### src/rtl/demux1to2_stream.sv
// Registered 1-to-2 valid/ready stream demultiplexer with per-packet route lock.
// Optional per-branch handshake counters are enabled with `define DEMUX_CNT_EN.
module demux1to2_stream #(
  parameter int DW = 8,
  parameter int CW = 16
) (
  input  logic          clk,
  input  logic          rst_n,
  input  logic [DW-1:0] in_data,
  input  logic          in_valid,
  input  logic          in_last,
  input  logic          in_sel,
  output logic          in_ready,
  output logic [DW-1:0] out0_data,
  output logic          out0_valid,
  output logic          out0_last,
  input  logic          out0_ready,
  output logic [DW-1:0] out1_data,
  output logic          out1_valid,
  output logic          out1_last,
  input  logic          out1_ready,
`ifdef DEMUX_CNT_EN
  input  logic          cnt_clr,
  output logic [CW-1:0] cnt0,
  output logic [CW-1:0] cnt1,
`endif
  output logic          busy,
  output logic          cur_sel
);

  typedef enum logic [1:0] {IDLE, ROUTE0, ROUTE1} state_t;

  state_t state;
  logic   target;
  logic   free0, free1;
  logic   xfer, load0, load1;

  // NOTE: every signal assigned in always_comb gets a default first, so no
  // path through the block can leave it unassigned and infer a latch.
  always_comb begin
    target = 1'b0;
    unique case (state)
      IDLE:    target = in_sel;
      ROUTE0:  target = 1'b0;
      ROUTE1:  target = 1'b1;
      default: target = 1'b0;
    endcase
  end

  // A branch register can take a beat when empty or when it drains this edge.
  assign free0    = ~out0_valid | out0_ready;
  assign free1    = ~out1_valid | out1_ready;
  assign in_ready = target ? free1 : free0;
  assign xfer     = in_valid & in_ready;
  assign load0    = xfer & ~target;
  assign load1    = xfer &  target;

  // NOTE: sequential state uses non-blocking assignments so every register
  // samples pre-edge values regardless of block ordering.
  always_ff @(posedge clk or negedge rst_n) begin
    if (!rst_n) begin
      state   <= IDLE;
      busy    <= 1'b0;
      cur_sel <= 1'b0;
    end else if (xfer) begin
      if (in_last) begin
        state <= IDLE;
        busy  <= 1'b0;
      end else if (state == IDLE) begin
        state   <= in_sel ? ROUTE1 : ROUTE0;
        cur_sel <= in_sel;
        busy    <= 1'b1;
      end
    end
  end

  always_ff @(posedge clk or negedge rst_n) begin
    if (!rst_n) begin
      out0_valid <= 1'b0;
      out0_data  <= '0;
      out0_last  <= 1'b0;
    end else if (load0) begin
      out0_valid <= 1'b1;
      out0_data  <= in_data;
      out0_last  <= in_last;
    end else if (out0_ready) begin
      out0_valid <= 1'b0;
    end
  end

  always_ff @(posedge clk or negedge rst_n) begin
    if (!rst_n) begin
      out1_valid <= 1'b0;
      out1_data  <= '0;
      out1_last  <= 1'b0;
    end else if (load1) begin
      out1_valid <= 1'b1;
      out1_data  <= in_data;
      out1_last  <= in_last;
    end else if (out1_ready) begin
      out1_valid <= 1'b0;
    end
  end

`ifdef DEMUX_CNT_EN
  // Counters track completed output handshakes; clear wins over increment.
  always_ff @(posedge clk or negedge rst_n) begin
    if (!rst_n) begin
      cnt0 <= '0;
      cnt1 <= '0;
    end else if (cnt_clr) begin
      cnt0 <= '0;
      cnt1 <= '0;
    end else begin
      if (out0_valid && out0_ready) cnt0 <= cnt0 + 1'b1;
      if (out1_valid && out1_ready) cnt1 <= cnt1 + 1'b1;
    end
  end
`endif

endmodule

### config.mk
export PLATFORM = sky130hd
export DESIGN_NAME = demux1to2_stream
export DESIGN_NICKNAME = d
export VERILOG_FILES = /design/src/rtl/demux1to2_stream.sv
export SDC_FILE = /design/constraint.sdc
export NUM_CORES = 1
export LEC_CHECK = 0
export BUFFER_PORTS_ARGS = -buffer_cell sky130_fd_sc_hd__buf_2
export CORE_UTILIZATION = 50
export CTS_CLUSTER_SIZE = 30
export DETAILED_ROUTE_END_ITERATION = 7
export PLACE_DENSITY = 0.8
export SKIP_LAST_GASP = 1
export SYNTH_ARGS = -nofsm -noshare
export SYNTH_HDL_FRONTEND = slang
export SYNTH_SLANG_ARGS = --single-unit
### constraint.sdc
create_clock -name clk -period 4.2 [get_ports clk]
set_clock_uncertainty 0.05 [all_clocks]
set_input_delay 0.21 -clock clk [delete_from_list [all_inputs] [get_ports clk]]
set_output_delay 0.21 -clock clk [all_outputs]
set_load 0.01 [all_outputs]
==> flow_summary.ini <==
[worst_setup_path]
slowest_delay_ns = 0.55
critPathTopFamily = compound AO/OA/AOI/OAI gates
r2r_end = cur_sel
crit_path_max_fanout = 15
required_ns = 4.35
crit_path_end_kind = flip-flop
ff2ff_path_depth = 4
start_kind = flip-flop
r2r_slack_ns = 1.89
crit_type = flip-flop to flip-flop
cp_slowest_cell = a2111oi_1
cp_num_buf_inv = 0
path_cells = o21bai_1 -> nand3_1 -> a2111oi_1 -> mux2_1
rr_startpoint = state[1]
crit_arrival_ns = 2.46

[floorplanning]
core_um2 = 1760
io_pins = 38
dieHeight_um = 45.7
die_x_um = 45.7
dieArea_um2 = 2090
initial_core_util = 0.541
rows = 15

[clock_tree]
cts_tree = yes
clock-sinks = 24
clk_pin_slew_ns = 0.12
cts_buffers = 3
clockBufferDepth = 2
root_buffer = clkbuf_4
clk_latency_ns = 0.30
cts_htree_levels = 1
cts_setup_buffers = 0

[final_layout]
n_antenna_cell = 0
multi_input_area_um2 = 327
final_cells = 130
fillers = 159
register_area_um2 = 601
drive_gt1_frac = 0.562
area_delta_synth_final_pct = 26.2
final_net_count = 121

[logic_synthesis]
synth.top_cell.area_share = 0.629
ys_types = 19
avgSynthCellArea_um2 = 14.5
yosysWarnings = 0
synth_top_area_cell = dfrtp_1
yosysSeqAreaShare = 0.629
syn_area_um2 = 955
ys.flop_type = dfrtp_1
async_flop_share = 1.00
ys_seq_elements = 24
synth-edff-count = 0
synth_area_leaders = dfrtp_1 (63%), mux2_2 (21%), a2bb2oi_1 (1.8%)
netlist_instances = 66
syn_nets = 81

[timing]
slew_headroom = 0.570
finalSetupViolations = 0
hold_viol_final = 0
min_period_ns = 2.31
fin_setup_tns_ns = 0
max_freq_mhz = 433
fin_ws_ns = 1.89
period_share = 0.550
rsz0062_at_grt = false
slew_viol_final = 0
tightestPinTransition_ns = 0.643

[hold_path]
hold_end = busy
hp-class = primary input to flip-flop
whs_path_depth = 2
min-delay-start = in_last

[outcome]
status = complete, no violations

[grt]
grt_max_degree = 25
grt_pass1_wl_mm = 2.66
grt_usage = 0.180
grt_overflow_total = 0
grt_pass1_vias = 640
antenna_found_initial = 0

[drt]
postRouteWirelength_mm = 1.61
routedWlPerCell_um = 12.4
drc_errors = 0
dr_total_vias = 643
dr.pass1.iters = 3
drt_iter0_markers = 4
vias_per_cell = 4.95
antenna_left = 0

[placed_design]
dp_cells = 125
dp.final_hpwl_mm = 1.15
gp_congestion = 0.799
io_buffers = 37
pre_cts_ws_ns = 1.90

[power_and_ir_drop]
powerDensity_nw_per_um2 = 754
ir_drop_uv = 423
p_leak_nw = 0.608

[run]
maxCapViolCount = 0
placed cells by master (no fill, tap or decap):
master and count:
a2111oi_1 1, a211oi_1 1, a2bb2oi_1 2, buf_2 37, clkbuf_4 3, clkbuf_8 1, dfrtp_1 24, dlygate4sd3_1 1
inv_1 4, mux2_1 1, mux2_2 18, mux2i_1 1, nand2_1 2, nand2b_1 2, nand3_1 1, nor2b_1 1
nor3_1 1, o21bai_1 1, o22ai_1 1, o31a_1 1, or3b_1 1
worst register-to-register path: cells and delay by family (launching register included):
family          cells  cell delay, ns
compound gates      2            0.83
flops               1            0.45
mux                 1            0.35
simple gates        1            0.53
cells in the mapped netlist (all sizes together), types with 2 or more instances:
| library cell | n |
|---|---|
| a2bb2oi | 2 |
| clkbuf | 2 |
| dfrtp | 24 |
| inv | 4 |
| mux2 | 19 |
| nand2 | 2 |
| nand2b | 2 |
power by group:
part / internal, mW / switching, mW
Sequential: 0.347 / 0.0604
Clock: 0.0528 / 0.0646
Combinational: 0.203 / 0.180
Total: 0.603 / 0.305
sequential cells by signal (all words and copies together) (netlist names):
register,flops
out0_data,8
cur_sel,1
out1_data,8
out1_last,1
out1_valid,1
busy,1
state,2
out0_last,1
out0_valid,1
final cells by class:
type | count | area share
timing repair buffer | 38 | 0.162
tap | 25 | 0.0260
sequential | 24 | 0.498
multi-input combinational | 35 | 0.271
clock buffer | 4 | 0.0301
inverter | 4 | 0.0125
worst max path at each step:
stage | start | endpoint | slack, ns | cells after the start
floorplan | state[0] | cur_sel | 2.22 | 5
global route | state[1] | cur_sel | 1.70 | 4
CTS | state[1] | cur_sel | 1.88 | 4
global placement | state[0] | cur_sel | 1.96 | 4
finish | state[1] | cur_sel | 1.89 | 4
detailed placement | state[1] | cur_sel | 1.90 | 4
routing by layer:
metal,GRT usage,up-vias,wire [um]
met5,0,-,0
met4,0.0882,0,13
met3,0.0238,2,96
met2,0.291,24,736
met1,0.239,305,759
li1,-,312,-
logic make-up (layout without fill, tap and decap cells):
kind of cell | count (synthesis) | count (layout) | share of synthesized area
buf+inv | 7 | 46 | 0.0288
flops | 24 | 24 | 0.629
simple gates | 8 | 8 | 0.0472
compound gates | 7 | 7 | 0.0603
mux | 20 | 20 | 0.235
timing repair:
action | 4_1_cts | 5_1_grt
hold endpoints to repair | 24 | 0
hold buffers | 1 | 0
resized for setup | 0 | 0
stage by stage:
step	total power [mW]	util	area (um2)	hold slack [ns]
finish	0.908	0.683	1200	0.0871
global route	0.978	0.683	1200	0.0805
CTS	0.918	0.683	1200	0.0734
detailed placement	0.800	0.657	1160	0.160
global placement	0.786	0.657	1160	0.164
floorplan	0.650	-	955	-0.136
No activity file was read; power rests on OpenSTA's default activity.
